==> src/rtl/mac_job_arbiter.sv <==
// Two-requester, whole-job round-robin front end for a shared signed 8x8 MAC.
// Each job clears the accumulator, streams its beats, drains the MAC, then reports.
module mac_job_arbiter #(
    parameter int LEN_W  = 8,
    parameter int OUTS_W = 3
) (
    input  logic             clk,
    input  logic             reset,
    input  logic             req0_valid,
    output logic             req0_ready,
    input  logic [7:0]       req0_a,
    input  logic [7:0]       req0_b,
    input  logic             req0_last,
    input  logic             req1_valid,
    output logic             req1_ready,
    input  logic [7:0]       req1_a,
    input  logic [7:0]       req1_b,
    input  logic             req1_last,
    output logic             res_valid,
    input  logic             res_ready,
    output logic [15:0]      res_f,
    output logic             res_id,
    output logic [LEN_W-1:0] res_len,
    output logic             res_ovf,
    output logic             mac_reset,
    output logic [7:0]       mac_a,
    output logic [7:0]       mac_b,
    output logic             mac_valid_in,
    input  logic             mac_valid_out,
    input  logic [15:0]      mac_f
);

    typedef enum logic [2:0] {
        IDLE,
        CLEAR,
        STREAM,
        DRAIN,
        DONE
    } state_t;

    state_t state, state_n;
    logic ptr, grant, grant_n;
    logic [OUTS_W-1:0] outs;
    logic sel_valid, sel_last, accept;
    logic [7:0] sel_a, sel_b;

    always_comb begin
        sel_valid = grant ? req1_valid : req0_valid;
        sel_last  = grant ? req1_last  : req0_last;
        sel_a     = grant ? req1_a     : req0_a;
        sel_b     = grant ? req1_b     : req0_b;
    end

    assign accept     = (state == STREAM) && sel_valid;
    assign req0_ready = (state == STREAM) && !grant;
    assign req1_ready = (state == STREAM) && grant;
    assign res_valid  = (state == DONE);
    assign res_id     = grant;
    assign mac_reset  = reset | (state == CLEAR);

    always_comb begin
        state_n = state;
        grant_n = grant;
        unique case (state)
            IDLE: begin
                if (req0_valid || req1_valid) begin
                    // pointer side wins if asking, else the other side
                    grant_n = ptr ? req1_valid : !req0_valid;
                    state_n = CLEAR;
                end
            end
            CLEAR:  state_n = STREAM;
            STREAM: if (accept && sel_last) state_n = DRAIN;
            DRAIN:  if (outs == '0 && !mac_valid_in) state_n = DONE;
            DONE:   if (res_ready) state_n = IDLE;
            default: state_n = IDLE;
        endcase
    end

    always_ff @(posedge clk or posedge reset) begin
        if (reset) begin
            state <= IDLE;
            grant <= 1'b0;
            ptr   <= 1'b0;
        end else begin
            state <= state_n;
            grant <= grant_n;
            if (state == DONE && res_ready) ptr <= ~grant;
        end
    end

    always_ff @(posedge clk or posedge reset) begin
        if (reset) begin
            mac_a        <= '0;
            mac_b        <= '0;
            mac_valid_in <= 1'b0;
            res_len      <= '0;
            res_ovf      <= 1'b0;
            res_f        <= '0;
            outs         <= '0;
        end else begin
            mac_valid_in <= accept;
            if (accept) begin
                mac_a <= sel_a;
                mac_b <= sel_b;
            end
            if (state == CLEAR) begin
                res_len <= '0;
                res_ovf <= 1'b0;
                outs    <= '0;
            end else begin
                if (accept) begin
                    if (&res_len) res_ovf <= 1'b1;
                    else res_len <= res_len + 1'b1;
                end
                // a result strobe with nothing in flight is stray
                if (mac_valid_in && !mac_valid_out)
                    outs <= outs + 1'b1;
                else if (!mac_valid_in && mac_valid_out && outs != '0)
                    outs <= outs - 1'b1;
            end
            if (mac_valid_out && outs != '0 &&
                (state == STREAM || state == DRAIN))
                res_f <= mac_f;
        end
    end

endmodule

==> config.mk <==
export PLATFORM = sky130hd
export DESIGN_NAME = mac_job_arbiter
export DESIGN_NICKNAME = d
export VERILOG_FILES = /design/src/rtl/mac_job_arbiter.sv
export SDC_FILE = /design/constraint.sdc
export NUM_CORES = 1
export LEC_CHECK = 0
export BUFFER_PORTS_ARGS = -buffer_cell sky130_fd_sc_hd__clkbuf_2
export CAP_MARGIN = 30
export CELL_PAD_IN_SITES_DETAIL_PLACEMENT = 0
export CELL_PAD_IN_SITES_GLOBAL_PLACEMENT = 2
export CORE_MARGIN = 2
export CORE_UTILIZATION = 28
export CTS_CLUSTER_DIAMETER = 200
export DETAILED_ROUTE_END_ITERATION = 16
export HOLD_SLACK_MARGIN = 0.1
export PLACE_DENSITY = 0.9
export SYNTH_ARGS = -nofsm -noshare
export SYNTH_HDL_FRONTEND = slang
export SYNTH_SLANG_ARGS = --single-unit
==> constraint.sdc <==
create_clock -name clk -period 3.15 [get_ports clk]
set_input_delay 0.945 -clock clk [delete_from_list [all_inputs] [get_ports clk]]
set_output_delay 0.945 -clock clk [all_outputs]
set_load 0.03 [all_outputs]
==> impl_metrics.json <==
{
  "cts-htree-levels": 2,
  "clock-root-buffer": "clkbuf_8",
  "overflow": 0,
  "gp_routability_congestion": 0.7715,
  "gr-usage-all-layers_pct": 11.92,
  "dr_wl_met3_um": 262,
  "yosys.area.top_type": "dfrtp_1",
  "synthTopCellsByArea": "dfrtp_1 (54%), mux2i_1 (9.5%), mux2_2 (8.2%), nor2_1 (4.5%), a21oi_1 (4.1%)",
  "setup.worst_path.start_class": "flip-flop",
  "met1_length_um": 2280,
  "clock_insertion_delay_worst_skew_ps": 300,
  "total_count_of_max_transition_violations_in_the_final_report": 0,
  "cp_top_family": "simple AND/OR/NAND/NOR gates",
  "cts_made_buffers": 5,
  "vias": 1885,
  "cts.sink_count": 50,
  "die-width_um": 95.05,
  "yosys_register_bits": 50,
  "top_signal_layer_used": "met4",
  "drt_drc_violations_left": 0,
  "critical_path_buf_inv_count": 1,
  "antennaDiodeCount": 0,
  "worst_clock_skew_ps": 8.161,
  "maxSlewHeadroom_pct": 33.78,
  "fmax_mhz": 394.2,
  "grt_max_degree": 51,
  "max_stage_delay_ps": 490,
  "post_drt_wl_per_cell_um": 12.44,
  "synth.yosys.warnings": 0,
  "yosys.cell_count.top_type": "dfrtp_1",
  "mappedNetlistNets": 265,
  "report.final.setup_viol": 0,
  "drt_first_pass_iters": 6,
  "layout_setup_ws_ps": 613.0,
  "start_util_pct": 28.53,
  "cts.hold.buffers_added": 0,
  "required_ps": 2200,
  "io_buffers": 102,
  "crit_path_cell_trace": "or3b_4 > nor2_1 > clkbuf_2",
  "end_kind": "primary output",
  "yosys.area.top_type_share_pct": 53.91,
  "worst_hold_path_type": "flip-flop to flip-flop",
  "syn-mean-instance-area_um2": 11.21,
  "row_count": 33,
  "synth.distinct_cells": 38,
  "post_cts_resized": 0,
  "rrSetupSlack_ps": 1100,
  "netlist_area_before_placement_mm2": 0.002321,
  "tritoncts_clock_tree": "done",
  "cpMaxStageDelayCell": "dfrtp_1",
  "num_io_pins": 103,
  "hold_slack_ps": 516.4,
  "power.leakage_nw": 1.527,
  "timing.final.crit_share_pct": 80.54,
  "synth_seq_area_share_pct": 53.91,
  "arrival_ps": 1590,
  "nFillCells": 849,
  "per_cell_via_count_in_the_routed_design": 4.520,
  "ys.flop_type": "dfrtp_1",
  "detailedPlacementHpwl_um": 3939,
  "number_of_buffers_inserted_by_post_cts_setup_repair": 0,
  "synth_enable_flop_cells": 0,
  "finalCoreUtilization_pct": 37.47,
  "layout_min_cycle_time_ps": 2537,
  "core-area_mm2": 0.008134,
  "ir_worst_vdd_mv": 0.4233,
  "first_iter_violations": 40,
  "tightestPinTransition_ps": 991.2,
  "die_area_mm2": 0.009034,
  "drive_above_1_share_pct": 44.23,
  "place_ws_ps": 777.9,
  "drt_wl_total_um": 5187,
  "finish.net_count": 369,
  "final_antenna_net_count": 0,
  "status": "completed",
  "floorplan.die.height_um": 95.05,
  "timing_hold_violations_final": 0,
  "power.total_mw": 3.315,
  "power_per_cell_area_mw_per_mm2": 1088,
  "critPathMaxFanout": 10,
  "cts-root-to-sink-buffers": 2,
  "first_global_vias": 1716,
  "met2RoutedLength_um": 2606,
  "antenna_found_initial": 0,
  "grt_first_pass_wirelength_um": 8314,
  "criticalPathCategory": "flip-flop to primary output",
  "layout-area-overhead-vs-synth_pct": 31.32,
  "netlist_instances": 207,
  "commonest_cells_in_the_netlist": "dfrtp_1 (50), nor2_1 (28), mux2i_1 (22)",
  "rsz0062_at_grt": "no",
  "fin_setup_tns_ps": 0,
  "path_clk_slew_ps": 90,
  "drv.max_cap_violation_count": 0,
  "asr_flop_ratio_synth_pct": 100.0
}
[state kept, by name, indices dropped and copies added (netlist names)]
name          count
mac_valid_in      1
res_ovf           1
outs              3
mac_b             8
res_len           8
ptr               1
res_f            16
state             3
mac_a             8
res_id            1
[layer usage]
layer | global-route usage [%] | up-vias
met5 | 0 | -
met4 | 3.261 | 0
met3 | 2.530 | 4
met2 | 20.15 | 55
met1 | 15.50 | 898
li1 | - | 928
[power breakdown]
part	total [mW]	switching, mW	leakage [nW]	internal (mW)
Sequential	1.17	0.234	0.591	0.938
Combinational	1.69	1.08	0.885	0.612
Clock	0.453	0.215	0.0514	0.237
Total	3.31	1.53	1.53	1.79
[stage by stage]
step | area [µm²] | std cells
floorplan | 2325 | 207
global placement | 2938 | 409
detailed placement | 2938 | 409
CTS | 3048 | 417
global route | 3048 | 417
finish | 3048 | 417
[cells in the final DEF, fill, tap and decap left out, drive strengths merged, types with 3 or more instances in the layout]
cell,count
nor3,3
nand2,14
mux2i,22
o21ai,6
and3,4
buf,4
mux2,17
dfrtp,50
nor2,29
a211oi,3
clkbuf,108
nand4,3
inv,5
a21oi,19
[kinds of logic after synthesis]
family                     synth area share (%)
and+or+nand+nor                           13.48
AOI/OAI and AO/OA                         9.219
adders and majority gates                 1.402
buffers and inverters                     3.504
DFF                                       53.91
muxes                                     17.74
xor gates and xnor gates                 0.7549
[path summary, 6_finish.rpt]
kind	from	endpoint	cells after the start
max in group asynchronous	reset	mac_a[3]	3
setup / recovery	state[2]	req0_ready	3
hold reg to reg	ptr	ptr	1
setup reg to reg	res_id	mac_b[0]	6
hold / removal	ptr	ptr	1
min in group asynchronous	reset	outs[2]	3
[final cells by class]
cell class                      instances  area [µm²]  share of cell area [%]
Multi-Input combinational cell        142       988.4                   32.43
Clock inverter                          2       37.54                   1.232
Inverter                                6       26.28                  0.8621
Timing Repair Buffer                  106       540.5                   17.73
Clock buffer                            6       72.57                   2.381
Tap cell                              105       131.4                   4.310
Sequential cell                        50        1251                   41.05
Power figures use the tool's default switching activity.
